### src/rtl/systolic_feeder.sv
// Operand feeder for an N x N output-stationary systolic array: holds A and B,
// then streams them skewed into the left/top edges and pulses done once the last products settle.
module systolic_feeder #(
  parameter int DATA_SIZE = 4,
  parameter int N         = 4
) (
  input  logic                      clk,
  input  logic                      reset,
  input  logic                      load_valid,
  input  logic                      load_sel,
  input  logic [$clog2(N)-1:0]      load_row,
  input  logic [$clog2(N)-1:0]      load_col,
  input  logic [DATA_SIZE-1:0]      load_data,
  input  logic                      start,
  output logic                      busy,
  output logic                      done,
  output logic                      array_clr,
  output logic [N*DATA_SIZE-1:0]    a_out,
  output logic [N*DATA_SIZE-1:0]    b_out
);

  localparam int IDX_W = $clog2(N);
  localparam int CNT_W = $clog2(2 * N);
  localparam logic [CNT_W-1:0] STREAM_LAST = CNT_W'(2 * N - 2);
  localparam logic [CNT_W-1:0] DRAIN_LAST  = CNT_W'(N - 2);

  typedef enum logic [2:0] {
    IDLE   = 3'd0,
    CLEAR  = 3'd1,
    STREAM = 3'd2,
    DRAIN  = 3'd3,
    DONE   = 3'd4
  } state_t;

  state_t           state, state_next;
  logic [CNT_W-1:0] cnt, cnt_next;

  logic [DATA_SIZE-1:0] mem_a [N][N];
  logic [DATA_SIZE-1:0] mem_b [N][N];

  always_ff @(posedge clk) begin
    if (reset) begin
      state <= IDLE;
      cnt   <= '0;
    end else begin
      state <= state_next;
      cnt   <= cnt_next;
    end
  end

  // Operand storage is only writable while idle so a pass always sees a stable matrix.
  always_ff @(posedge clk) begin
    if (reset) begin
      mem_a <= '{default: '0};
      mem_b <= '{default: '0};
    end else if (load_valid && (state == IDLE)) begin
      if (load_sel) begin
        mem_b[load_row][load_col] <= load_data;
      end else begin
        mem_a[load_row][load_col] <= load_data;
      end
    end
  end

  always_comb begin
    state_next = state;
    cnt_next   = cnt;
    busy       = 1'b0;
    done       = 1'b0;
    array_clr  = 1'b0;
    a_out      = '0;
    b_out      = '0;

    unique case (state)
      IDLE: begin
        if (start) state_next = CLEAR;
      end
      CLEAR: begin
        state_next = STREAM;
        cnt_next   = '0;
      end
      STREAM: begin
        if (cnt == STREAM_LAST) begin
          state_next = DRAIN;
          cnt_next   = '0;
        end else begin
          cnt_next = cnt + 1'b1;
        end
      end
      DRAIN: begin
        if (cnt == DRAIN_LAST) begin
          state_next = DONE;
          cnt_next   = '0;
        end else begin
          cnt_next = cnt + 1'b1;
        end
      end
      DONE: begin
        state_next = IDLE;
      end
      default: begin
        state_next = IDLE;
        cnt_next   = '0;
      end
    endcase

    // Reset holds the PE array cleared and silences every edge operand.
    if (reset) begin
      array_clr = 1'b1;
    end else begin
      busy      = (state != IDLE);
      done      = (state == DONE);
      array_clr = (state == CLEAR);
      if (state == STREAM) begin
        // Row i / column j is delayed by i / j cycles so matching k terms meet in PE(i,j).
        for (int i = 0; i < N; i++) begin
          if ((int'(cnt) >= i) && (int'(cnt) - i < N)) begin
            a_out[i*DATA_SIZE +: DATA_SIZE] = mem_a[IDX_W'(i)][IDX_W'(int'(cnt) - i)];
            b_out[i*DATA_SIZE +: DATA_SIZE] = mem_b[IDX_W'(int'(cnt) - i)][IDX_W'(i)];
          end
        end
      end
    end
  end

endmodule

### config.mk
export PLATFORM = sky130hd
export DESIGN_NAME = systolic_feeder
export DESIGN_NICKNAME = d
export VERILOG_FILES = /design/src/rtl/systolic_feeder.sv
export SDC_FILE = /design/constraint.sdc
export NUM_CORES = 1
export LEC_CHECK = 0
export ABC_AREA = 1
export CORE_UTILIZATION = 51
export CTS_CLUSTER_DIAMETER = 150
export CTS_CLUSTER_SIZE = 8
export DETAILED_ROUTE_END_ITERATION = 6
export HOLD_SLACK_MARGIN = 0.08
export PLACE_DENSITY_LB_ADDON = 0.2
export SLEW_MARGIN = 25
export SYNTH_ARGS = -nofsm -noshare
export SYNTH_HDL_FRONTEND = slang
export SYNTH_SLANG_ARGS = --single-unit
### constraint.sdc
create_clock -name clk -period 2 [get_ports clk]
set_input_delay 0.3 -clock clk [delete_from_list [all_inputs] [get_ports clk]]
set_output_delay 0.3 -clock clk [all_outputs]
set_load 0.005 [all_outputs]
==> impl_metrics.yaml, run 1 <==
status:
  status: "complete, but fails checks"
  violations: "setup timing"
drt:
  wire_per_inst_um: 13.1
  drc: 0
  drt-initial-drc-count: 300
  firstDrtPassIters: 5
  dr_total_vias: 3999
  routed_via_density: 5.17
  antenna_left: 0
  wirelength_mm: 10.1
global_route:
  grt_pass1_vias: 3760
  grt_max_degree: 69
  grt_util_all_layers_pct: 26.3
  grt_pass1_wl_mm: 17.2
  antenna_found_initial: 0
  grt-ovfl-total: 0
critical_path:
  endpoint: "b_out[4]"
  critical_path_class: "reg2out"
  required_ns: 1.70
  reg2reg_from: "cnt[0]"
  r2r_slack_ns: 0.40
  cp-startpoint: "cnt[0]"
  start_kind: "register"
  path_max_fanout: 5
  reg2regPathDepth: 10
  reg2reg_to: "state[0]"
  arrival_ns: 1.83
  end_kind: "primary output"
timing:
  fin_crit_ns: 2.13
  rsz0062_at_grt: "true"
  fin_crit_sh_pct: 107
  finClkSkew_ns: 0.00358
  worst_slack_ns: -0.131
  worstMarginPinSlew_ns: 0.706
  tns_ns: -0.611
  relSlewSlack_pct: 52.9
  hold_violations: 0
  slew_viol_final: 0
  max_freq_mhz: 469
  setup_violations: 8
floorplanning:
  die_area_um2: 8050
  rows: 31
  start_util_pct: 53.5
  fp.dieW_um: 89.7
  ios: 48
  core_um2: 7330
  die_y_um: 89.7
synth:
  postSynth.asyncResetShare_pct: 0
  ys_seq_elements: 70
  synth_simple_gate_area_share_pct: 45.0
  synth_edf_count: 0
  synth_cells: 616
  yosys-top-cells-count: "208 x nor2_1, 87 x nand2_1, 80 x nand3_1"
  synth_top_family_by_area: "simple AND/OR/NAND/NOR gates"
  postSynthAreaPerCell_um2: 6.37
  seq_area_frac_synth_pct: 35.7
  synthMostInstantiatedCell: "nor2_1"
  synthTopCellsByArea: "dfxtp_1 36%, nor2_1 20%, nand3_1 10%"
  synthFlopType: "dfxtp_1"
  ys.warnings.count: 0
  synth_area_um2: 3930
  synthXorXnorAreaFrac_pct: 0
  synth_top_area_cell: "dfxtp_1"
  synthAdderAreaFrac_pct: 1.59
  synth.distinct_cells: 27
  synthMuxAreaShare_pct: 0
  synth_top_area_share_pct: 35.7
  synth_compound_area_share_pct: 7.20
power_and_ir_drop:
  p_int_w: 0.00300
  p_leak_nw: 2.05
  switchingPower_w: 0.00168
  p_seq_share_pct: 32.1
  power_density_nw_per_um2: 975
  combinationalPowerShare_pct: 38.9
  swShare_pct: 35.8
  clockPowerShare_pct: 29.0
  power_w: 0.00468
  peakVddDrop_mv: 0.471
clocking:
  clkSinkCount: 70
  cts_tree: "yes"
  cts-root-buf: "clkbuf_8"
  cts_buffers: 9
  max-clock-path-buffers: 2
  htree_levels: 3
  clkTransAtPathRegs_ns: 0.07
  ctsHoldBuffers: 0
  insertion_delay_ns: 0.34
place:
  dp_slack_ns: -0.231
  portBuffers: 31
  hpwlAfterDp_mm: 6.61
  dp_cells: 750
  gp_congestion: 0.805
cells_and_area:
  instances_no_fill: 773
  num-nets-final: 687
  num_antenna_cells: 0
  seq_area_um2: 1410
  drive_gt1_share_pct: 17.2
  synthToLayoutAreaGrowth_pct: 22.2
  fillers: 663
  multi_input_area_um2: 2260
flow_run:
  maxCapViolations: 0
hold_path:
  hold_path_class: "reg2reg"
[final cells by class]
type	instances	area share, %
Clock buffer	9	2.58
Clock inverter	7	2.35
Inverter	36	3.00
Multi-Input combinational cell	482	47.1
Sequential cell	70	29.4
Tap cell	99	2.58
Timing Repair Buffer	70	12.9
[cell families after synthesis]
kind of cell,after synthesis
adder cells (fa/ha/maj),5
flip-flops,70
buffers and inverters,79
AO/OA/AOI/OAI,55
other,1
AND/OR/NAND/NOR,406
[how the worst min path moves through the flow]
stage	startpoint	end	cells past startpoint
final	mem_b[13]	mem_b[13]	2
after global routing	mem_a[53]	mem_a[53]	2
after CTS	mem_b[43]	mem_b[43]	2
after detailed placement	mem_b[41]	mem_b[41]	2
after global placement	mem_b[13]	mem_b[13]	2
after floorplan	reset	state[1]	1
[state kept, by name (all words and copies together) (netlist names)]
signal	count
mem_b	32
state	3
cnt	3
mem_a	32
[timing repair]
item,in CTS,in global routing
pin swaps,10,3
setup buffers,2,5
cloned,0,0
gates resized for setup,60,36
setup endpoints to repair,17,18
[power groups by stage]
stage	sequential, W	clock (W)	combinational [W]
after floorplan	0.00152	0	0.00112
after global placement	0.00151	0	0.00152
after detailed placement	0.00151	0	0.00154
after CTS	0.00149	0.00137	0.00165
after global routing	0.00151	0.00144	0.00202
final	0.00150	0.00135	0.00182
[layer usage]
metal  up-vias  track usage (%)  part of all wire (%)  wire, um
met4         0             12.3                   1.5       147
met3        15             4.91                   6.3       638
met2       147             42.8                    48      4800
met5         -                0                     0         0
li1       2036                -                     -         -
met1      1801             33.8                    45      4510
[metrics by stage]
stage	hold WS, ns	area, um^2	util, %
finish	0.487	4790	65.4
detailed placement	0.468	4410	60.2
CTS	0.488	4710	64.3
global placement	0.459	4410	60.2
global route	0.506	4790	65.4
floorplan	0.372	4000	-
[cells in the final DEF (no fill, tap or decap), types with 12 or more instances in the layout]
cell,instances
buf_4,32
o21ai_1,12
dfxtp_1,65
o21ai_0,27
conb_1,16
nand3_1,79
nand2_1,87
clkdlybuf4s50_1,13
nor2_1,201
inv_1,24
[critical path: stages (launching register included)]
cell	delay, ns
dfxtp_4	0.38
clkinv_4	0.06
ha_4	0.16
ha_4	0.24
o21bai_1	0.09
nand4_1	0.12
buf_6	0.15
buf_8	0.13
nor2_4	0.07
buf_2	0.11
Power figures use the tool's default switching activity.
==> run 2: changes to the inputs <==
--- a/config.mk
+++ b/config.mk
@@ -12,6 +12,8 @@
 export DETAILED_ROUTE_END_ITERATION = 6
 export HOLD_SLACK_MARGIN = 0.08
 export PLACE_DENSITY_LB_ADDON = 0.2
+export SETUP_SLACK_MARGIN = 0.2
+export SKIP_LAST_GASP = 1
 export SLEW_MARGIN = 25
 export SYNTH_ARGS = -nofsm -noshare
 export SYNTH_HDL_FRONTEND = slang
==> run 2 against run 1 <==
  * The run still ends with setup timing left
  * Non-clock buffer count up 4
  * Cell area up 1.5%
  * Final cell count up 0.52%
  * Hold slack worse by 0.062 ns
  * Sequential share of layout area down 0.47 points
  * Largest power group unchanged
==> impl_metrics.yaml, run 2 (synthesized netlist as in run 1, its figures left out) <==
critical_path:
  cp_num_buf_inv: 3
  reg2regPathDepth: 10
  worst_path_most_repeated_cell: "ha_4"
  end_kind: "primary output"
  r2r_slack_ns: 0.37
  cp_top_family: "adder cells"
  required_ns: 1.70
  crit_chain: "clkinv_4 > ha_4 > ha_4 > o21bai_1 > nand4_1 > buf_6 > nor2_2 > buf_2"
  path_max_fanout: 8
  reg2reg_from: "cnt[0]"
  slowest_stage: "dfxtp_4"
  arrival_ns: 1.79
  reg2reg_to: "state[0]"
  critical_path_class: "reg2out"
  cpPeakStageDelay_ns: 0.37
  start_kind: "register"
timing:
  setup_violations: 8
  tns_ns: -0.481
  worst_slack_ns: -0.0931
  rsz0062_at_grt: "true"
  hold_violations: 0
  max_freq_mhz: 478
  slew_viol_final: 0
  fin_crit_ns: 2.09
  fin_crit_sh_pct: 105
  finClkSkew_ns: 0.00579
clocking:
  max-clock-path-buffers: 2
  htree_levels: 3
  clkSinkCount: 70
  cts-root-buf: "clkbuf_8"
  cts_tree: "yes"
  clkTransAtPathRegs_ns: 0.07
  cts_buffers: 9
  insertion_delay_ns: 0.34
cells_and_area:
  num-nets-final: 691
  mostFrequentLayoutCells: "196 x nor2_1, 86 x nand2_1, 80 x nand3_1"
  instances_no_fill: 777
  num_antenna_cells: 0
  layout_commonest_cell: "nor2_1"
  fillers: 669
  drive_gt1_share_pct: 19.0
  design_area_um2: 4870
  finish.utilization_pct: 66.4
  reg_top3: "mem_a: 32 flops, mem_b: 32 flops"
  synthToLayoutAreaGrowth_pct: 24.0
floorplanning:
  die_area_um2: 8050
  ios: 48
  die_y_um: 89.7
  core_um2: 7330
  start_util_pct: 53.5
  rows: 31
  fp.dieW_um: 89.7
power_and_ir_drop:
  power_w: 0.00487
  p_leak_nw: 2.04
  peakVddDrop_mv: 0.393
  power_density_nw_per_um2: 1000
drt:
  dr_total_vias: 4020
  firstDrtPassIters: 5
  routed_via_density: 5.17
  wire_per_inst_um: 13.7
  drt-initial-drc-count: 245
  drc: 0
  antenna_left: 0
  wirelength_mm: 10.6
global_route:
  grt_max_degree: 39
  grt_pass1_vias: 3884
  grt_pass1_wl_mm: 17.5
  antenna_found_initial: 0
  grt_util_all_layers_pct: 26.8
  grt-ovfl-total: 0
flow_run:
  maxCapViolations: 0
hold_path:
  whs_endpoint: "state[2]"
  whs_path_depth: 3
  min_from: "reset"
  hold_path_class: "in2reg"
place:
  hpwlAfterDp_mm: 6.82
  gp_congestion: 0.864
  placed_cell_area_um2: 4450
  dp_cells: 749
  portBuffers: 31
status:
  status: "complete, but fails checks"
  violations: "setup timing"
-- run 2: cell count changes in the layout (fill, tap and decap cells not counted), moves of 3 or more --
cell / delta
buf_4: -3
o21ai_0: -10
buf_6: +3
buf_2: +5
o21ai_1: +9
nor2_2: +6
nor2_1: -5
clkdlybuf4s15_2: +5
-- run 2: cell type report --
cell class / count / area (um^2) / area share, %
clock buffers: 12 / 145 / 2.98
multi-input cells: 482 / 2270 / 46.7
inverters: 36 / 144 / 2.96
clock inverters: 4 / 70.1 / 1.44
repair buffers: 74 / 703 / 14.4
well taps: 99 / 124 / 2.54
flip-flops and latches: 70 / 1410 / 28.9
-- run 2: how the worst max path moves through the flow --
| stage | from | endpoint | cells after the start |
|---|---|---|---|
| 2_1_floorplan | cnt[0] | a_out[4] | 8 |
| 3_3_place_gp | reset | b_out[1] | 6 |
| 3_5_place_dp | cnt[0] | b_out[4] | 8 |
| 4_1_cts | cnt[0] | b_out[4] | 8 |
| 5_1_grt | cnt[0] | b_out[4] | 8 |
| 6_report | cnt[0] | b_out[4] | 8 |
-- run 2: metrics by stage --
stage	hold slack [ns]	worst slack [ns]
after floorplan	0.372	0.171
after global placement	0.456	-0.0352
after detailed placement	0.467	-0.0942
after CTS	0.408	-0.0364
after global routing	0.440	-0.168
final	0.425	-0.0931
-- run 2: worst min-delay path, cell delays in order --
cell	delay (ns)
dlygate4sd2_1	0.24
buf_4	0.15
nor3b_1	0.05
-- run 2: metal layers --
layer  part of all wire [%]  vias up  GRT usage, %
met5                      0        -             0
met2                     48      134          44.9
li1                       -     2045             -
met1                     44     1825          34.0
met4                    1.7        0          12.6
met3                    6.0       16          3.64
-- run 2: timing repair --
item,CTS,global route
setup buffers,6,4
pin swaps,11,10
gates cloned,1,1
endpoints found under the setup margin,19,17
gates resized for setup,86,43
hold buffers,0,0
-- run 2: where the power goes --
group / total [W] / internal (W) / switching (W)
logic: 0.00211 / 0.000897 / 0.00121
registers: 0.00150 / 0.00146 / 0.0000432
clock network: 0.00126 / 0.000734 / 0.000523
total: 0.00487 / 0.00309 / 0.00178
==> run 3: changes to the inputs <==
--- a/config.mk
+++ b/config.mk
@@ -11,7 +11,7 @@
 export CTS_CLUSTER_SIZE = 8
 export DETAILED_ROUTE_END_ITERATION = 6
 export HOLD_SLACK_MARGIN = 0.08
-export PLACE_DENSITY_LB_ADDON = 0.2
+export PLACE_DENSITY = 0.77
 export SETUP_SLACK_MARGIN = 0.2
 export SKIP_LAST_GASP = 1
 export SLEW_MARGIN = 25
==> constraint.sdc (replaced) <==
create_clock -name clk -period 2 [get_ports clk]
set_input_delay 0.3 -clock clk [delete_from_list [all_inputs] [get_ports clk]]
set_output_delay 0.3 -clock clk [all_outputs]
set_load 0.1 [all_outputs]
==> run 3 against run 2 <==
  * Largest power group unchanged
  * Combinational power is 5% higher
  * Routed wire length is 3.0% lower
  * Maximum frequency shrank 4.9%
  * Sequential share of layout area is 0.68 points lower
  * Via count rose by 1.1%
  * The flow still finishes with violations (setup timing)
==> impl_metrics.yaml, run 3 (synthesized netlist as in run 1, its figures left out) <==
power_and_ir_drop:
  switchingPower_w: 0.00204
  peakVddDrop_mv: 0.463
  power_density_nw_per_um2: 951
  p_int_w: 0.00269
  p_seq_share_pct: 32.1
  combinationalPowerShare_pct: 46.7
  clockPowerShare_pct: 21.2
  p_leak_nw: 2.00
  swShare_pct: 43.1
cells_and_area:
  num_antenna_cells: 0
  drive_gt1_share_pct: 17.9
  reg_top3: "mem_a: 32 flops, mem_b: 32 flops"
  instances_no_fill: 765
  mostFrequentLayoutCells: "197 x nor2_1, 87 x nand2_1, 80 x nand3_1"
  layout_commonest_cell: "nor2_1"
  fillers: 641
  finish.utilization_pct: 67.9
  num-nets-final: 680
  design_area_um2: 4980
  synthToLayoutAreaGrowth_pct: 26.8
place:
  dp_cells: 744
  gp_congestion: 0.814
  hpwlAfterDp_mm: 6.95
  portBuffers: 31
  placed_cell_area_um2: 4710
timing:
  setup_violations: 16
  hold_slack_ns: 0.481
  fin_crit_sh_pct: 110
  worst_slack_ns: -0.201
  max_freq_mhz: 454
  hold_violations: 0
  fin_crit_ns: 2.20
  worstMarginPinSlew_ns: 0.549
  finClkSkew_ns: 0.00480
  slew_viol_final: 0
  relSlewSlack_pct: 63.1
  rsz0062_at_grt: "true"
  tns_ns: -1.83
global_route:
  grt_max_degree: 37
  grt-ovfl-total: 0
  grt_util_all_layers_pct: 26.2
  grt_pass1_vias: 3718
  antenna_found_initial: 0
  grt_pass1_wl_mm: 16.9
drt:
  antenna_left: 0
  drt-initial-drc-count: 213
  routed_via_density: 5.31
  dr_total_vias: 4063
  wire_per_inst_um: 13.4
  drc: 0
  firstDrtPassIters: 5
  wirelength_mm: 10.3
floorplanning:
  fp.dieW_um: 89.7
  start_util_pct: 53.5
  die_y_um: 89.7
  ios: 48
  rows: 31
  die_area_um2: 8050
  core_um2: 7330
clocking:
  max-clock-path-buffers: 2
  clkTransAtPathRegs_ns: 0.07
  ctsHoldBuffers: 0
  cts-root-buf: "clkbuf_8"
  insertion_delay_ns: 0.34
  cts_tree: "yes"
  clkSinkCount: 70
  htree_levels: 3
  cts_buffers: 9
critical_path:
  arrival_ns: 1.90
  path_max_fanout: 8
  r2r_slack_ns: 0.36
  critical_path_class: "reg2out"
  start_kind: "register"
  end_kind: "primary output"
  required_ns: 1.70
status:
  violations: "setup timing"
  status: "complete, but fails checks"
hold_path:
  hold_path_class: "reg2reg"
flow_run:
  maxCapViolations: 0
## run 3: power by group through the flow
stage | logic [W] | clock network, W | registers (W)
finish | 0.00221 | 0.00100 | 0.00152
global placement | 0.00197 | 0 | 0.00154
detailed placement | 0.00201 | 0 | 0.00154
global route | 0.00240 | 0.00109 | 0.00153
floorplan | 0.00156 | 0 | 0.00153
CTS | 0.00207 | 0.00103 | 0.00152
## run 3: final timing paths
path	startpoint	end	cells past startpoint
setup / recovery	cnt[0]	b_out[7]	8
hold / removal	mem_b[12]	mem_b[12]	2
setup reg to reg	cnt[0]	state[2]	7
hold reg to reg	mem_b[12]	mem_b[12]	2
## run 3: metrics by stage
stage	total power (W)	setup WS (ns)
3_5_place_dp	0.00355	0.0620
3_3_place_gp	0.00350	0.125
6_report	0.00473	-0.201
5_1_grt	0.00502	-0.278
2_1_floorplan	0.00308	-0.837
4_1_cts	0.00462	-0.227
## run 3: cell type report
type,count,area (um^2),area share (%)
Clock buffer,14,163,3.27
Sequential cell,70,1410,28.3
Inverter,36,144,2.89
Multi-Input combinational cell,482,2330,46.9
Clock inverter,1,5.00,0.101
Timing Repair Buffer,63,802,16.1
Tap cell,99,124,2.49
## run 3: metal layers
metal	GRT usage [%]	vias up	wire length [um]
met3	3.55	28	656
met4	12.8	0	332
met2	44.3	165	4930
met1	32.7	1855	4370
met5	0	-	0
li1	-	2015	-
## run 3: what timing repair did
action	CTS	global route
setup endpoints to repair	18	16
buffers inserted	3	3
gates resized for setup	9	13
pin swaps	2	1
## run 3: critical path, cell delays in order, from the launching register on
cell	delay (ns)
dfxtp_4	0.37
clkinv_4	0.06
ha_4	0.16
ha_4	0.24
o21bai_1	0.09
nand4_1	0.14
buf_12	0.19
nor2_4	0.11
buf_12	0.18
